`src/rtl/sample_router_if.sv`:
```
// Bundle of fifo-side, mode and per-sink signals of the sample router.
// The router uses the slave view; the fifo/sink environment uses the master view.
interface sample_router_if #(
  parameter int BPS = 24,
  parameter int NCH = 3,
  parameter int MW  = 2
);
  logic [BPS-1:0]     in_sample;
  logic               in_fifo_empty;
  logic [MW-1:0]      in_mode;
  logic [NCH-1:0]     in_sink_ready;
  logic               out_fifo_en;
  logic [NCH*BPS-1:0] out_sample;
  logic [NCH-1:0]     out_sink_en;
  logic               out_busy;
  logic               out_mode_err;
  logic [15:0]        out_underrun_cnt;

  modport slave (
    input  in_sample, in_fifo_empty, in_mode, in_sink_ready,
    output out_fifo_en, out_sample, out_sink_en, out_busy, out_mode_err, out_underrun_cnt
  );

  modport master (
    output in_sample, in_fifo_empty, in_mode, in_sink_ready,
    input  out_fifo_en, out_sample, out_sink_en, out_busy, out_mode_err, out_underrun_cnt
  );
endinterface

```
`src/rtl/sample_router.sv`:
```
// Routes samples from a fixed-latency fifo to one of NCH sinks chosen by in_mode,
// one sample per request, with mode-error flag and saturating underrun counter.
module sample_router #(
  parameter int BPS      = 24,
  parameter int NCH      = 3,
  parameter int FIFO_LAT = 2,
  parameter int MW       = 2
) (
  input logic           in_clk,
  input logic           in_rst_n,
  sample_router_if.slave bus
);

  typedef enum logic [1:0] {
    ST_IDLE = 2'd0,
    ST_WAIT = 2'd1,
    ST_READ = 2'd2,
    ST_SEND = 2'd3
  } state_t;

  localparam logic [MW-1:0] NCH_M  = MW'(NCH);
  localparam logic [MW-1:0] ONE_M  = MW'(1'b1);
  localparam logic [2:0]    LAT_M1 = 3'(FIFO_LAT - 1);

  state_t             r_state;
  state_t             w_state_nxt;
  logic [MW-1:0]      r_mode;
  logic [MW-1:0]      w_mode_nxt;
  logic [MW-1:0]      r_sel;
  logic [MW-1:0]      w_sel_nxt;
  logic [2:0]         r_cnt;
  logic [2:0]         w_cnt_nxt;
  logic               r_fifo_en;
  logic               w_fifo_en_nxt;
  logic [NCH-1:0]     r_sink_en;
  logic [NCH-1:0]     w_sink_en_nxt;
  logic               r_busy;
  logic               r_mode_err;
  logic               w_mode_err_nxt;
  logic [15:0]        r_underrun;
  logic               w_underrun_inc;
  logic [NCH*BPS-1:0] r_sample;
  logic [NCH-1:0]     w_sel_oh;
  logic               w_mode_valid;
  logic               w_mode_bad;
  logic               w_ready_sel;

  assign w_sel_oh     = NCH'(1'b1) << r_sel;
  assign w_mode_bad   = (bus.in_mode > NCH_M);
  assign w_mode_valid = (bus.in_mode != '0) && !w_mode_bad;
  assign w_ready_sel  = |(bus.in_sink_ready & w_sel_oh);

  // State register
  always_ff @(posedge in_clk or negedge in_rst_n) begin
    if (!in_rst_n) begin
      r_state <= ST_IDLE;
    end else begin
      r_state <= w_state_nxt;
    end
  end

  // Next-state and next-output decode; mode is only sampled in IDLE and WAIT
  always_comb begin
    w_state_nxt    = r_state;
    w_mode_nxt     = r_mode;
    w_sel_nxt      = r_sel;
    w_cnt_nxt      = r_cnt;
    w_fifo_en_nxt  = 1'b0;
    w_sink_en_nxt  = '0;
    w_mode_err_nxt = r_mode_err;
    w_underrun_inc = 1'b0;
    case (r_state)
      ST_IDLE: begin
        w_mode_nxt     = bus.in_mode;
        w_mode_err_nxt = w_mode_bad;
        if (w_mode_valid) begin
          w_state_nxt = ST_WAIT;
          w_sel_nxt   = bus.in_mode - ONE_M;
        end else begin
          w_state_nxt = ST_IDLE;
        end
      end
      ST_WAIT: begin
        w_mode_nxt     = bus.in_mode;
        w_mode_err_nxt = w_mode_bad;
        if (!w_mode_valid) begin
          w_state_nxt = ST_IDLE;
        end else if (bus.in_mode != r_mode) begin
          w_sel_nxt = bus.in_mode - ONE_M;
        end else if (w_ready_sel) begin
          if (!bus.in_fifo_empty) begin
            w_state_nxt   = ST_READ;
            w_cnt_nxt     = 3'd0;
            w_fifo_en_nxt = 1'b1;
          end else begin
            w_underrun_inc = 1'b1;
          end
        end else begin
          w_state_nxt = ST_WAIT;
        end
      end
      ST_READ: begin
        if (r_cnt == LAT_M1) begin
          w_state_nxt = ST_SEND;
        end else begin
          w_cnt_nxt = r_cnt + 3'd1;
        end
      end
      ST_SEND: begin
        w_sink_en_nxt = w_sel_oh;
        w_state_nxt   = ST_WAIT;
      end
      default: begin
        w_state_nxt = ST_IDLE;
      end
    endcase
  end

  // Control and status registers
  always_ff @(posedge in_clk or negedge in_rst_n) begin
    if (!in_rst_n) begin
      r_mode     <= '0;
      r_sel      <= '0;
      r_cnt      <= 3'd0;
      r_fifo_en  <= 1'b0;
      r_sink_en  <= '0;
      r_busy     <= 1'b0;
      r_mode_err <= 1'b0;
      r_underrun <= 16'd0;
    end else begin
      r_mode     <= w_mode_nxt;
      r_sel      <= w_sel_nxt;
      r_cnt      <= w_cnt_nxt;
      r_fifo_en  <= w_fifo_en_nxt;
      r_sink_en  <= w_sink_en_nxt;
      r_busy     <= (w_state_nxt == ST_READ) || (w_state_nxt == ST_SEND);
      r_mode_err <= w_mode_err_nxt;
      if (w_underrun_inc && (r_underrun != 16'hFFFF)) begin
        r_underrun <= r_underrun + 16'd1;
      end
    end
  end

  // Sample capture into the selected sink slice, timed with the sink-enable pulse
  always_ff @(posedge in_clk or negedge in_rst_n) begin
    if (!in_rst_n) begin
      r_sample <= '0;
    end else if (r_state == ST_SEND) begin
      for (int i = 0; i < NCH; i++) begin
        if (w_sel_oh[i]) begin
          r_sample[i*BPS +: BPS] <= bus.in_sample;
        end
      end
    end
  end

  assign bus.out_fifo_en      = r_fifo_en;
  assign bus.out_sample       = r_sample;
  assign bus.out_sink_en      = r_sink_en;
  assign bus.out_busy         = r_busy;
  assign bus.out_mode_err     = r_mode_err;
  assign bus.out_underrun_cnt = r_underrun;

endmodule

```
`src/flat_wrapper.sv`:
```
// flat-port wrapper written by rule: the top's interface ports become plain ports
module sample_router_flat 
#(
  parameter int BPS      = 24,
  parameter int NCH      = 3,
  parameter int FIFO_LAT = 2,
  parameter int MW       = 2
)
  (in_clk, in_rst_n, bus_in_sample, bus_in_fifo_empty, bus_in_mode, bus_in_sink_ready, bus_out_fifo_en, bus_out_sample, bus_out_sink_en, bus_out_busy, bus_out_mode_err, bus_out_underrun_cnt);
  sample_router_if #(.BPS(BPS), .NCH(NCH), .MW(MW)) bus_i ();
  input logic in_clk;
  input logic in_rst_n;
  input wire logic [$bits(bus_i.in_sample)-1:0] bus_in_sample;
  input wire logic [$bits(bus_i.in_fifo_empty)-1:0] bus_in_fifo_empty;
  input wire logic [$bits(bus_i.in_mode)-1:0] bus_in_mode;
  input wire logic [$bits(bus_i.in_sink_ready)-1:0] bus_in_sink_ready;
  output wire logic [$bits(bus_i.out_fifo_en)-1:0] bus_out_fifo_en;
  output wire logic [$bits(bus_i.out_sample)-1:0] bus_out_sample;
  output wire logic [$bits(bus_i.out_sink_en)-1:0] bus_out_sink_en;
  output wire logic [$bits(bus_i.out_busy)-1:0] bus_out_busy;
  output wire logic [$bits(bus_i.out_mode_err)-1:0] bus_out_mode_err;
  output wire logic [$bits(bus_i.out_underrun_cnt)-1:0] bus_out_underrun_cnt;
  assign bus_i.in_sample = bus_in_sample;
  assign bus_i.in_fifo_empty = bus_in_fifo_empty;
  assign bus_i.in_mode = bus_in_mode;
  assign bus_i.in_sink_ready = bus_in_sink_ready;
  assign bus_out_fifo_en = bus_i.out_fifo_en;
  assign bus_out_sample = bus_i.out_sample;
  assign bus_out_sink_en = bus_i.out_sink_en;
  assign bus_out_busy = bus_i.out_busy;
  assign bus_out_mode_err = bus_i.out_mode_err;
  assign bus_out_underrun_cnt = bus_i.out_underrun_cnt;
  sample_router #(.BPS(BPS), .NCH(NCH), .FIFO_LAT(FIFO_LAT), .MW(MW)) u_core (.in_clk(in_clk), .in_rst_n(in_rst_n), .bus(bus_i));
endmodule
```
`config.mk`:
```
export PLATFORM = sky130hd
export DESIGN_NAME = sample_router_flat
export DESIGN_NICKNAME = d
export VERILOG_FILES = /design/src/rtl/sample_router_if.sv /design/src/rtl/sample_router.sv /design/src/flat_wrapper.sv
export SDC_FILE = /design/constraint.sdc
export NUM_CORES = 1
export LEC_CHECK = 0
export ABC_AREA = 1
export BUFFER_PORTS_ARGS = -buffer_cell sky130_fd_sc_hd__buf_4
export CORE_ASPECT_RATIO = 1.75
export CORE_MARGIN = 1
export CORE_UTILIZATION = 30
export DETAILED_ROUTE_END_ITERATION = 10
export HOLD_SLACK_MARGIN = 0.08
export PLACE_DENSITY = 0.5
export SYNTH_ARGS = -nofsm -noshare
export SYNTH_HDL_FRONTEND = slang
export SYNTH_SLANG_ARGS = --single-unit
```
`constraint.sdc`:
```
create_clock -name in_clk -period 2.89 [get_ports in_clk]
set_clock_uncertainty 0.15 [all_clocks]
set_input_delay 0.578 -clock in_clk [delete_from_list [all_inputs] [get_ports in_clk]]
set_output_delay 0.578 -clock in_clk [all_outputs]
set_load 0.01 [all_outputs]
```
==> results.cfg <==
[run_status]
outcome = finished clean

[synthesis]
synth_compound_area_frac = 0.09423
ys_ff_latch = 102
yosys_warnings = 0
avgSynthCellArea_sq_um = 9.006
synth_fa_ha_area_frac = 0.01132
synthSimpleGateAreaFrac = 0.2233
synth.distinct_cells = 28
synth_area_sq_um = 4422
synth.mux.area_fraction = 0
synth_top_family_by_area = simple AND/OR/NAND/NOR gates
synthXorXnorAreaFrac = 0.01783
synth_nets = 527
ys_seq_area_frac = 0.5772
synthCells = 491

[sta]
final_max_slew_viol_count = 0
hold_violations = 0
setup_violations = 0
fmax_mhz = 519.3
slew_headroom = 0.4385
setup_tns_ns = 0
period_share = 0.6663
rsz0062_at_grt = false
tightest_slew_ns = 0.8410
layout_min_cycle_time_ns = 1.926

[clocking]
post_cts_buffers = 0
clk_path_buf_depth = 2
ctsResizeCount = 0
cts.sinks = 102
hold_buffers = 0
cts_made_buffers = 9
clk_pin_slew_worst_paths_ns = 0.07
clk-insertion-delay-late_ns = 0.35
cts_tree = yes
root_buffer = clkbuf_16
cts_max_level = 3

[worst_setup_path]
worst-setup-path-type = reg2reg
crit_arrival_ns = 2.06
critical-path-slowest-cell = dfrtp_1
slowest_delay_ns = 0.48
r2r_start = u_core.bus.out_underrun_cnt[0]$_DFFE_PN0P_
cp-end-kind = register
crit_chain = ha_1 -> nand3_1 -> clkinv_1 -> nand4_4 -> nand2_4 -> nand2_1 -> nand2_1
startpoint_type = register
setup.worst_path.start = u_core.bus.out_underrun_cnt[0]$_DFFE_PN0P_
crit_path_max_fanout = 16
required_ns = 3.03
crit_top_cell = nand2_1

[power_and_ir_drop]
p_per_area_nw_per_um2 = 910.2
leakage_nw = 3.029
vdd_drop_max_uv = 443.9

[min_path]
hp-class = in2async

[grt]
grt_pass1_wl_mm = 18.79
overflow = 0
antenna_found_initial = 0
grt_max_degree = 53
grt_pass1_vias = 3730
track_usage = 0.1604

[cells_and_area]
n_antenna_cell = 0
nets = 646
final_area_sq_um = 5782
syn2layout_area_growth_pct = 30.76
fillers = 1511
final_cell_mix = nand2_1 (154), buf_4 (126), dfrtp_1 (102)
drive_above_1_share = 0.2683
final_common_cell = nand2_1

[route]
drc_errors = 0
antenna_left = 0
first_pass_iters = 4
wirelength_mm = 11.40
drtIter0Drc = 111
via_per_inst = 4.502
vias = 3579
wire_per_inst_um = 14.33

[die]
io_pins = 126
std_cell_rows = 58
start_util = 0.3077
die_y_um = 162.6
die_w_um = 93.78
die-area_sq_um = 15250
design.core.area_sq_um = 14370

[placed_design]
dp_hpwl_mm = 8.177
placed_area_sq_um = 5468
routabilityCongestion = 0.7535
portBuffers = 124

[job]
max-cap-violations = 0
==> worst max-delay path: cells and delay by family (launching register included) <==
kind                     cells  cell delay (ns)
AND/OR/NAND/NOR              5             0.87
flip-flops                   1             0.48
buffers and inverters        1             0.13
adder cells (fa/ha/maj)      1             0.22
==> per-layer routing <==
metal | vias up | track usage | wire (um)
met5 | - | 0 | 0
met4 | 0 | 0.05035 | 145
met3 | 9 | 0.03268 | 508
met2 | 90 | 0.2926 | 6225
met1 | 1692 | 0.1839 | 4517
li1 | 1788 | - | -
==> cells by family (layout without fill, tap and decap cells) <==
kind of cell,after synthesis,count (layout)
AND/OR/NAND/NOR,223,223
flip-flops,102,102
AO/OA/AOI/OAI,83,83
buffers and inverters,69,193
XOR/XNOR,9,9
adder cells (fa/ha/maj),4,4
other,1,1
==> synthesized netlist by cell type <==
library cell,n,area share
nand2_1,154,0.13
dfrtp_1,102,0.58
o21ai_0,69,0.078
inv_1,44,0.037
nand3_1,29,0.033
nor2_1,19,0.016
o21ai_1,13,0.015
buf_6,9,0.023
clkbuf_1,7,0.0059
nand2_2,7,0.0099
xnor2_1,7,0.014
inv_2,5,0.0042
ha_1,4,0.011
nand4_1,3,0.0042
nor3_2,3,0.0068
buf_2,2,0.0023
nor2_2,2,0.0028
xor2_1,2,0.0040
a31oi_1,1,0.0014
buf_4,1,0.0017
clkinv_1,1,0.00085
conb_1,1,0.00085
nand2_4,1,0.0025
nand3b_1,1,0.0017
nand4_4,1,0.0048
nor2_4,1,0.0025
nor2_8,1,0.0045
nor3_4,1,0.0037
==> final timing paths <==
check,slack [ns],end,cells after the start
setup / recovery,0.96,u_core.bus.out_underrun_cnt[11]$_DFFE_PN0P_,7
hold / removal,0.11,u_core.bus.out_underrun_cnt[3]$_DFFE_PN0P_,1
setup reg to reg,0.96,u_core.bus.out_underrun_cnt[11]$_DFFE_PN0P_,7
hold reg to reg,0.34,u_core.bus.out_sample[6]$_DFFE_PN0P_,2
max in group asynchronous,1.76,u_core.bus.out_sample[71]$_DFFE_PN0P_,2
min in group in_clk,0.30,u_core.r_sel[0]$_DFFE_PN0P_,2
==> where the power goes <==
part / leakage, nW / internal, W / switching, W
clock network: 0.152 / 0.000695 / 0.000587
registers: 1.18 / 0.00193 / 0.000333
logic: 1.70 / 0.000859 / 0.000855
==> layout make-up <==
| cell class | count | area (sq um) | share of cell area |
|---|---|---|---|
| flip-flops and latches | 102 | 2552 | 0.4415 |
| multi-input cells | 320 | 1536 | 0.2657 |
| repair buffers | 127 | 965.9 | 0.1671 |
| clock buffers | 9 | 225.2 | 0.03895 |
| well taps | 180 | 225.2 | 0.03895 |
| inverters | 50 | 187.7 | 0.03246 |
| clock inverters | 7 | 88.84 | 0.01536 |
==> flip-flops by register name (all words and copies together), names as in the netlist, 2 cells and up <==
signal,flops
u_core.bus.out_sample,72
u_core.bus.out_sink_en,3
u_core.bus.out_underrun_cnt,16
u_core.r_cnt,3
u_core.r_mode,2
u_core.r_sel,2
u_core.r_state,2
==> per-stage QoR <==
stage / hold slack (ns) / util / setup WS, ns / power [W] / instances
2_1_floorplan: 0.1324 / - / 1.158 / 0.003012 / 491
4_1_cts: 0.1353 / 0.4024 / 0.9462 / 0.005358 / 795
3_3_place_gp: 0.3196 / 0.3805 / 0.8770 / 0.004000 / 779
6_report: 0.1127 / 0.4024 / 0.9644 / 0.005262 / 795
3_5_place_dp: 0.3243 / 0.3805 / 0.8456 / 0.004052 / 779
5_1_grt: 0.1628 / 0.4024 / 0.7384 / 0.005625 / 795
Note: power is estimated with default switching activity, not from simulation.
